<file path="src/rtl/vga_plot_arbiter_if.sv">
// Bundle between the drawing engines and the vga_adapter pixel port.
//   master: engine side. Drives req/req_x/req_y/req_colour/req_plot and
//           observes gnt and the muxed adapter signals.
//   slave : arbiter side. Samples the engine signals and drives gnt and
//           vga_x/vga_y/vga_colour/vga_plot.
// Engine i owns slice [8i+7:8i] of req_x, [7i+6:7i] of req_y and
// [3i+2:3i] of req_colour.
interface vga_plot_arbiter_if #(
    parameter int unsigned NUM_REQ = 4
);
    logic [NUM_REQ-1:0]   req;
    logic [NUM_REQ-1:0]   gnt;
    logic [NUM_REQ*8-1:0] req_x;
    logic [NUM_REQ*7-1:0] req_y;
    logic [NUM_REQ*3-1:0] req_colour;
    logic [NUM_REQ-1:0]   req_plot;
    logic [7:0]           vga_x;
    logic [6:0]           vga_y;
    logic [2:0]           vga_colour;
    logic                 vga_plot;

    modport master (
        output req, req_x, req_y, req_colour, req_plot,
        input  gnt, vga_x, vga_y, vga_colour, vga_plot
    );

    modport slave (
        input  req, req_x, req_y, req_colour, req_plot,
        output gnt, vga_x, vga_y, vga_colour, vga_plot
    );
endinterface

</file>
<file path="src/rtl/vga_plot_arbiter.sv">
// Round-robin arbiter sharing the single vga_adapter pixel port between
// up to NUM_REQ drawing engines. A granted engine keeps the port until it
// drops req; every hand-over passes through one cycle with no grant.
// The owner's pixel is registered (1-cycle latency), off-screen plots are
// suppressed and counted.
// Ports:
//   clk, rst_n : clock, asynchronous active-low reset
//   bus        : engine requests/pixels in, grant and adapter signals out
//   owner      : index of the current or last grantee
//   busy       : high while a grant is held
//   clip_cnt   : saturating count of clipped owner plots
module vga_plot_arbiter #(
    parameter int unsigned NUM_REQ  = 4,
    parameter int unsigned SCREEN_W = 160,
    parameter int unsigned SCREEN_H = 120,
    localparam int unsigned IDW     = $clog2(NUM_REQ)
) (
    input  logic                clk,
    input  logic                rst_n,
    vga_plot_arbiter_if.slave   bus,
    output logic [IDW-1:0]      owner,
    output logic                busy,
    output logic [15:0]         clip_cnt
);

    typedef enum logic [1:0] {StIdle, StGrant, StHandoff} state_e;

    state_e               state_q;
    logic [IDW-1:0]       last_owner_q;
    logic [IDW-1:0]       owner_q;
    logic [NUM_REQ-1:0]   gnt_q;
    logic                 busy_q;
    logic [7:0]           vga_x_q;
    logic [6:0]           vga_y_q;
    logic [2:0]           vga_colour_q;
    logic                 vga_plot_q;
    logic [15:0]          clip_cnt_q;

    logic                 any_req;
    logic [IDW-1:0]       pick;
    logic [7:0]           own_x;
    logic [6:0]           own_y;
    logic [2:0]           own_colour;
    logic                 own_plot;
    logic                 on_screen;

    // Round-robin search starting just after last_owner. Scanning from the
    // farthest candidate down lets the nearest requester win without a break.
    always_comb begin
        pick    = '0;
        any_req = 1'b0;
        for (int k = NUM_REQ; k >= 1; k--) begin
            int unsigned idx;
            idx = (32'(last_owner_q) + 32'(k)) % NUM_REQ;
            if (bus.req[IDW'(idx)]) begin
                pick    = IDW'(idx);
                any_req = 1'b1;
            end
        end
    end

    always_comb begin
        own_x      = bus.req_x[32'(owner_q) * 8 +: 8];
        own_y      = bus.req_y[32'(owner_q) * 7 +: 7];
        own_colour = bus.req_colour[32'(owner_q) * 3 +: 3];
        own_plot   = bus.req_plot[owner_q];
        on_screen  = (32'(own_x) < SCREEN_W) && (32'(own_y) < SCREEN_H);
    end

    always_ff @(posedge clk or negedge rst_n) begin
        if (!rst_n) begin
            state_q      <= StIdle;
            last_owner_q <= IDW'(NUM_REQ - 1);
            owner_q      <= '0;
            gnt_q        <= '0;
            busy_q       <= 1'b0;
            vga_x_q      <= '0;
            vga_y_q      <= '0;
            vga_colour_q <= '0;
            vga_plot_q   <= 1'b0;
            clip_cnt_q   <= '0;
        end else begin
            vga_plot_q <= 1'b0;
            unique case (state_q)
                StIdle, StHandoff: begin
                    if (any_req) begin
                        state_q      <= StGrant;
                        gnt_q        <= NUM_REQ'(1) << pick;
                        owner_q      <= pick;
                        last_owner_q <= pick;
                        busy_q       <= 1'b1;
                    end else begin
                        state_q <= StIdle;
                        gnt_q   <= '0;
                        busy_q  <= 1'b0;
                    end
                end
                StGrant: begin
                    if (!bus.req[owner_q]) begin
                        // Release: the owner's plot this cycle is dropped.
                        state_q <= StHandoff;
                        gnt_q   <= '0;
                        busy_q  <= 1'b0;
                    end else begin
                        vga_x_q      <= own_x;
                        vga_y_q      <= own_y;
                        vga_colour_q <= own_colour;
                        vga_plot_q   <= own_plot && on_screen;
                        if (own_plot && !on_screen && clip_cnt_q != 16'hFFFF) begin
                            clip_cnt_q <= clip_cnt_q + 16'd1;
                        end
                    end
                end
                default: begin
                    state_q <= StIdle;
                    gnt_q   <= '0;
                    busy_q  <= 1'b0;
                end
            endcase
        end
    end

    assign bus.gnt        = gnt_q;
    assign bus.vga_x      = vga_x_q;
    assign bus.vga_y      = vga_y_q;
    assign bus.vga_colour = vga_colour_q;
    assign bus.vga_plot   = vga_plot_q;
    assign owner          = owner_q;
    assign busy           = busy_q;
    assign clip_cnt       = clip_cnt_q;

endmodule

</file>
<file path="src/flat_wrapper.sv">
// flat-port wrapper written by rule: the top's interface ports become plain ports
module vga_plot_arbiter_flat 
#(
    parameter int unsigned NUM_REQ  = 4,
    parameter int unsigned SCREEN_W = 160,
    parameter int unsigned SCREEN_H = 120,
    localparam int unsigned IDW     = $clog2(NUM_REQ)
)
  (clk, rst_n, owner, busy, clip_cnt, bus_req, bus_req_x, bus_req_y, bus_req_colour, bus_req_plot, bus_gnt, bus_vga_x, bus_vga_y, bus_vga_colour, bus_vga_plot);
  vga_plot_arbiter_if #(.NUM_REQ(NUM_REQ)) bus_i ();
  input  logic clk;
  input  logic rst_n;
  output logic [IDW-1:0] owner;
  output logic busy;
  output logic [15:0] clip_cnt;
  input wire logic [$bits(bus_i.req)-1:0] bus_req;
  input wire logic [$bits(bus_i.req_x)-1:0] bus_req_x;
  input wire logic [$bits(bus_i.req_y)-1:0] bus_req_y;
  input wire logic [$bits(bus_i.req_colour)-1:0] bus_req_colour;
  input wire logic [$bits(bus_i.req_plot)-1:0] bus_req_plot;
  output wire logic [$bits(bus_i.gnt)-1:0] bus_gnt;
  output wire logic [$bits(bus_i.vga_x)-1:0] bus_vga_x;
  output wire logic [$bits(bus_i.vga_y)-1:0] bus_vga_y;
  output wire logic [$bits(bus_i.vga_colour)-1:0] bus_vga_colour;
  output wire logic [$bits(bus_i.vga_plot)-1:0] bus_vga_plot;
  assign bus_i.req = bus_req;
  assign bus_i.req_x = bus_req_x;
  assign bus_i.req_y = bus_req_y;
  assign bus_i.req_colour = bus_req_colour;
  assign bus_i.req_plot = bus_req_plot;
  assign bus_gnt = bus_i.gnt;
  assign bus_vga_x = bus_i.vga_x;
  assign bus_vga_y = bus_i.vga_y;
  assign bus_vga_colour = bus_i.vga_colour;
  assign bus_vga_plot = bus_i.vga_plot;
  vga_plot_arbiter #(.NUM_REQ(NUM_REQ), .SCREEN_W(SCREEN_W), .SCREEN_H(SCREEN_H)) u_core (.clk(clk), .rst_n(rst_n), .bus(bus_i), .owner(owner), .busy(busy), .clip_cnt(clip_cnt));
endmodule
</file>
<file path="config.mk">
export PLATFORM = sky130hd
export DESIGN_NAME = vga_plot_arbiter_flat
export DESIGN_NICKNAME = d
export VERILOG_FILES = /design/src/rtl/vga_plot_arbiter_if.sv /design/src/rtl/vga_plot_arbiter.sv /design/src/flat_wrapper.sv
export SDC_FILE = /design/constraint.sdc
export NUM_CORES = 1
export LEC_CHECK = 0
export BUFFER_PORTS_ARGS = -buffer_cell sky130_fd_sc_hd__buf_4
export CORE_UTILIZATION = 45
export DETAILED_ROUTE_END_ITERATION = 8
export PLACE_DENSITY = 0.79
export SLEW_MARGIN = 20
export SYNTH_ARGS = -nofsm -noshare
export SYNTH_HDL_FRONTEND = slang
export SYNTH_SLANG_ARGS = --single-unit
export TNS_END_PERCENT = 30
</file>
<file path="constraint.sdc">
create_clock -name clk -period 2.9 [get_ports clk]
set_input_delay 0.435 -clock clk [delete_from_list [all_inputs] [get_ports clk]]
set_output_delay 0.435 -clock clk [all_outputs]
set_load 0.05 [all_outputs]
</file>
# Word-level counts from Yosys, hierarchy flattened
# Index checks and enable logic that the tools add are counted.
[word_totals] inputBits=82 regBits=46 wordCells=73 out_inout_bits=42
[op_classes] eq_ne=4 mux=31 n_addsub=5 n_shift=4 n_lt_le_gt_ge=7 n_mul=2 n_reduce_logical=10
[op_table] operator="indexed part select 32 x 6 -> 8 bit" count=1
[op_table] operator="indexed part select 28 x 6 -> 7 bit" count=1
[op_table] operator="adder 16 x 1 -> 16 bit (second input constant)" count=1
[op_table] operator="inequality test 16 bit (second input constant)" count=1
[op_table] operator="< comparator 2 x 3 -> 1 bit (second input constant)" count=5
[op_table] operator="2-to-1 mux 1 bit" count=15
[op_table] operator="binary-select mux 1 bit (select 2 bit)" count=6
[op_table] operator="indexed part select 12 x 5 -> 3 bit" count=1
[op_table] operator="2-to-1 mux 2 bit" count=5
[op_table] operator="< comparator 8 bit (second input constant)" count=1
[op_table] operator="2-to-1 mux 4 bit" count=2
[op_table] operator="case mux 4 bit (2 select lines)" count=1
[op_table] operator="< comparator 7 bit (second input constant)" count=1
[op_table] operator="multiplier 2 x 3 -> 5 bit (second input constant)" count=1
[op_table] operator="adder 2 x 1 -> 2 bit (second input constant)" count=2
[op_table] operator="adder 2 bit (second input constant)" count=2
[op_table] operator="logical AND 1 bit" count=4
[op_table] operator="multiplier 2 x 2 -> 4 bit (second input constant)" count=1
[op_table] operator="case mux 2 bit (2 select lines)" count=1
[op_table] operator="AND reduction 2 bit" count=2
[op_table] operator="<< shifter 1 x 2 -> 4 bit (first input constant)" count=1
[op_table] operator="AND reduction 3 bit" count=1
[op_table] operator="equality test 2 x 1 -> 1 bit (second input constant)" count=1
[op_table] operator="equality test 2 bit (second input constant)" count=1
[op_table] operator="other kinds (5)" count=5

# Depth between registers and ports, before layout
[logic_depth] depth_word=10 depth_mapped=7 depth_no_buf=6

# Least setup slack after synthesis
# No wires, ideal clock.
[synth_timing] kind="register to register" start="register u_core.owner_q[0], in the netlist u_core.owner[0]" end="register u_core.vga_x_q[4], in the netlist u_core.bus.vga_x[4]" t_required_ns=2.775 synth_period_minus_slack_ns=2.407 path_stages_with_launch=5 setup_slack_ns=0.493 setup_ns=0.125 arrival_time_ns=2.282 n_path_buf=1 cell_sequence="dfrtp_1 mux4_1 nand2_1 buf_2 mux2_2"
[synth_between] elab_chain_len=3 word_cells_on_any_way=4 classes_between="shift (1); mux (2); reduce/logical (1)"
[synth_rtl] item="from (decl)" line="vga_plot_arbiter.sv:30" text="logic [IDW-1:0] owner_q;"
[synth_rtl] item="from (signal assigned)" line="vga_plot_arbiter.sv:89" text="owner_q <= pick;"
[synth_rtl] item="branches (longest 3 deep; another with indexed part select 32 x 6 -> 8 bit)"
[synth_rtl] item="to (signal assigned)" line="vga_plot_arbiter.sv:105" text="vga_x_q <= own_x;"
[synth_rtl] item="to (decl)" line="vga_plot_arbiter.sv:33" text="logic [7:0] vga_x_q;"
# Parallel ways; which one is timed is not known. The select of a mux whose other input is x is not followed.
# A chain may end at the register's enable or synchronous reset.

# Worst setup path after layout
[layout_timing] start="register u_core.owner_q[0], in the netlist u_core.owner[0]" end="register u_core.clip_cnt_q[3], in the netlist u_core.clip_cnt[3]"
[layout_between] elab_chain_len=8 word_cells_on_any_way=14 classes_between="mul (1); order compare (2); shift (2); mux (4); reduce/logical (5)"
[layout_rtl] item="multiplier 2 x 3 -> 5 bit" line="vga_plot_arbiter.sv:64" text="own_y = bus.req_y[32'(owner_q) * 7 +: 7];"
[layout_rtl] item="indexed part select 28 x 6 -> 7 bit" line="vga_plot_arbiter.sv:64"
[layout_rtl] item="< comparator 7 bit" line="vga_plot_arbiter.sv:67" text="on_screen = (32'(own_x) < SCREEN_W) && (32'(own_y) < SCREEN_H);"
[layout_rtl] item="logical AND 1 bit" line="vga_plot_arbiter.sv:67"
[layout_rtl] item="zero test 1 bit" line="vga_plot_arbiter.sv:109" text="if (own_plot && !on_screen && clip_cnt_q != 16'hFFFF) begin"
[layout_rtl] item="logical AND 1 bit (2 in a row)" line="vga_plot_arbiter.sv:109"
[layout_rtl] item="AND reduction 3 bit (no line) *"
[layout_rtl] item="to (signal assigned)" line="vga_plot_arbiter.sv:110" text="clip_cnt_q <= clip_cnt_q + 16'd1;"
[layout_rtl] item="to (decl)" line="vga_plot_arbiter.sv:37" text="logic [15:0] clip_cnt_q;"
# Mark *: on every way between the ends. The rest lies on a longest branch, timed or not. The select of a mux whose other input is x is not followed.

==> reports/qor.txt <==
==================================================================================
Maximum ir drop on the vdd rail                                          0.5579 mV
Flip-flop and latch count after synthesis                                       45
Detail-routed via count per cell                                             5.411
Aggregate routed wire length                                              5.889 mm
Initial core utilization                                                    46.98%
Max Clock Freq                                                          0.3936 GHz
Post-synth net total                                                           263
Number of nets with antenna violations after routing                             0
Area inside the core boundary                                           5140 sq um
Unique cell type count in the Yosys netlist                                     35
Number of cells produced by synthesis                                          180
Result of the run                                                        completed
Port Buf Inserts                                                               123
Tot GR Track Use                                                            22.32%
Simple-gate share of the synthesized area                                   11.35%
Fraction of the yosys area taken by sequential cells                        46.74%
Adder-cell share of the synthesized area                                   0.5181%
Net total in the final layout                                                  392
Non-Filler Instances                                                           380
Worst slew slack as a fraction of its limit                                 55.02%
Compound-gate portion of the synthesized area                               4.508%
Multiplexer share of the synthesized area                                   28.86%
Max-cap violation count                                                          0
Vias in the first global route                                                2048
Power per cell area                                                   1019 nW/um^2
Cell area after synthesis                                               2415 sq um
Clock Tree Root                                                       sky130_fd_sc_hd__clkbuf_8
Antenna diodes                                                                   0
First-pass GRT wire length                                                9.163 mm
Length of the first detailed-routing pass in iterations                          4
Number of DRC markers in iteration 0                                            80
Placed insts                                                                   372
Boundary Pins                                                                  124
Crit path kind                                                        flop to flop
Post-cts repair resize count                                                     0
Tightest Pin Transition                                                  0.6748 ns
WP data required                                                           3.08 ns
Share of post-route cells with drive strength above 1                       56.13%
Worst-Skew Late Latency                                                    0.29 ns
Via count                                                                     2056
Fill cell instance count of the final layout                                   411
Signed area change from the synthesized netlist to the final layout         45.96%
Leading cell type in the layout, fill and taps excluded               sky130_fd_sc_hd__buf_4
Yosys warning count                                                              0
Area share of xor/xnor cells in the synthesized design                      5.440%
Worst hold path class                                                 primary input to asynchronous set/reset pin
CTS H-tree lvls                                                                  2
Post-CTS repair timing setup buffer count                                        0
Final setup violation count                                                      0
Leakage power total                                                       1.665 nW
Grt ovf                                                                          0
Clock buffers created by TritonCTS                                               5
Commonest non-fill, non-tap cells in the layout                       128 x sky130_fd_sc_hd__buf_4, 43 x sky130_fd_sc_hd__dfrtp_1, 18 x sky130_fd_sc_hd__mux2_2
Placed wire-length estimate after detailed placement                      4.702 mm
Hold buffers post-CTS                                                            0
Die height                                                                75.26 um
Crit path time final                                                      2.540 ns
Maximum number of pins on one net before global-route repair                    46
Endpoint kind of the worst setup timing path                                  flop
Combinational family with the most area after synthesis               multiplexers
Post-Synthesis Mean Instance Area                                      13.42 sq um
Total clock sinks                                                               45
Final hold violation count                                                       0
Clock skew after layout                                                0.004879 ns
Die X-Extent                                                              75.26 um
Initial antenna violation count                                                  0
Setup crit start kind                                                         flop
Accumulated negative setup slack                                              0 ns
Clock buffer depth                                                               2
Synth area leader                                                     sky130_fd_sc_hd__dfrtp_1
Period Utilization, post-route                                              87.60%
Synth area leaders                                                    sky130_fd_sc_hd__dfrtp_1 45%, sky130_fd_sc_hd__mux4_2 13%, sky130_fd_sc_hd__mux2_2 8.4%
Post-synth top area share                                                   44.56%
Wirelength per Cell                                                       15.50 um
Unrepaired setup endpoints after global routing                                 no
Arrival time of data at the critical path endpoint                         2.72 ns
Clock slew at reported path FFs                                            0.08 ns
Final Wtd Congestion                                                        0.7832
Std-Cell Rows                                                                   26
Worst-path maximum fanout                                                       16
DRC violations left                                                              0
Die ar.                                                                 5663 sq um
Final count of pins violating max slew                                           0
CTS tree                                                                       yes
==================================================================================
power breakdown:
part           total [W]  switching, W  internal (W)  leakage (nW)
clock network   0.000418      0.000203      0.000215        0.0542
logic            0.00210       0.00123      0.000874          1.04
registers        0.00107      0.000212      0.000863         0.567
total            0.00359       0.00164       0.00195          1.66
metrics by stage:
stage | total power [W] | util (%) | worst slack, ns | cell area [sq um] | hold WS (ns)
global placement | 0.003156 | 66.60 | 0.4332 | 3423 | 0.4204
CTS | 0.003627 | 68.57 | 0.3032 | 3525 | 0.1429
global route | 0.003794 | 68.57 | 0.1402 | 3525 | 0.1505
floorplan | 0.002561 | - | 0.4932 | 2415 | 0.1394
finish | 0.003593 | 68.57 | 0.3596 | 3525 | 0.1189
detailed placement | 0.003207 | 66.60 | 0.3170 | 3423 | 0.4375
final cells by class:
type	instances	area [sq um]	area share (%)
inverters	6	22.52	0.6390
well taps	70	87.58	2.485
flip-flops and latches	45	1129	32.02
clock buffers	7	96.34	2.733
multi-input cells	123	1224	34.72
repair buffers	128	960.9	27.26
clock inverters	1	5.005	0.1420
critical path, cell delays in order (launching register included):
cell and delay, ns:
sky130_fd_sc_hd__dfrtp_1 0.75, sky130_fd_sc_hd__mux4_1 0.52, sky130_fd_sc_hd__nand3_1 0.18, sky130_fd_sc_hd__a221oi_4 0.58, sky130_fd_sc_hd__nand4_1 0.22, sky130_fd_sc_hd__xnor2_1 0.17
cell usage after synthesis:
cell type                  number
sky130_fd_sc_hd__mux2_2        18
sky130_fd_sc_hd__nand4b_1       1
sky130_fd_sc_hd__nor3b_1        1
sky130_fd_sc_hd__nand2_1       16
sky130_fd_sc_hd__a21oi_1        3
sky130_fd_sc_hd__buf_6          2
sky130_fd_sc_hd__o21a_1         1
sky130_fd_sc_hd__a221oi_4       1
sky130_fd_sc_hd__ha_1           1
sky130_fd_sc_hd__inv_1          6
sky130_fd_sc_hd__mux4_2        14
sky130_fd_sc_hd__mux4_1         6
sky130_fd_sc_hd__xor2_1         1
sky130_fd_sc_hd__a31oi_1        1
sky130_fd_sc_hd__nand4_2        1
sky130_fd_sc_hd__nand3_1       12
sky130_fd_sc_hd__xnor2_1       14
sky130_fd_sc_hd__and3_1         3
sky130_fd_sc_hd__nor4b_2        1
sky130_fd_sc_hd__buf_1          2
sky130_fd_sc_hd__nand4_1        5
sky130_fd_sc_hd__dfrtp_1       43
sky130_fd_sc_hd__or2_2          1
sky130_fd_sc_hd__mux2_1         1
sky130_fd_sc_hd__o21ai_0        5
sky130_fd_sc_hd__nor2b_1        1
sky130_fd_sc_hd__mux2i_1        1
sky130_fd_sc_hd__dfstp_2        2
sky130_fd_sc_hd__buf_2          2
sky130_fd_sc_hd__o21ai_1        1
sky130_fd_sc_hd__and4_1         1
sky130_fd_sc_hd__nand2b_1       2
sky130_fd_sc_hd__o22a_1         1
sky130_fd_sc_hd__nor2_1         7
sky130_fd_sc_hd__a21boi_0       2
cells by family after synthesis:
kind of cell             count (synthesis)
AND/OR/NAND/NOR                         52
flip-flops                              45
multiplexers                            40
AO/OA/AOI/OAI                           15
XOR/XNOR                                15
buffers and inverters                   12
adder cells (fa/ha/maj)                  1
state kept, by name, indices dropped and copies added (netlist names):
signal                 cells
u_core.owner               2
u_core.bus.vga_colour      3
u_core.busy                1
u_core.bus.vga_plot        1
u_core.last_owner_q        2
u_core.bus.vga_y           7
u_core.clip_cnt           16
u_core.state_q             1
u_core.bus.vga_x           8
u_core.bus.gnt             4
worst paths after layout:
path	to	slack (ns)	depth (start not counted)	start
hold reg to reg	u_core.state_q[1]	0.44	1	u_core.state_q[1]
max in group asynchronous	u_core.last_owner_q[0]	2.39	1	rst_n
setup reg to reg	u_core.clip_cnt[3]	0.36	5	u_core.owner[0]
hold / removal	u_core.clip_cnt[6]	0.12	1	rst_n
min in group clk	u_core.state_q[1]	0.44	1	u_core.state_q[1]
setup / recovery	u_core.clip_cnt[3]	0.36	5	u_core.owner[0]
layer usage:
| layer | global-route usage [%] | vias to the layer above | wire [um] |
|---|---|---|---|
| met2 | 38.94 | 106 | 3145 |
| met5 | 0 | - | 0 |
| met3 | 7.095 | 12 | 436 |
| li1 | - | 932 | - |
| met1 | 25.42 | 1006 | 2166 |
| met4 | 9.259 | 0 | 141 |
No activity file was read; power rests on OpenSTA's default activity.
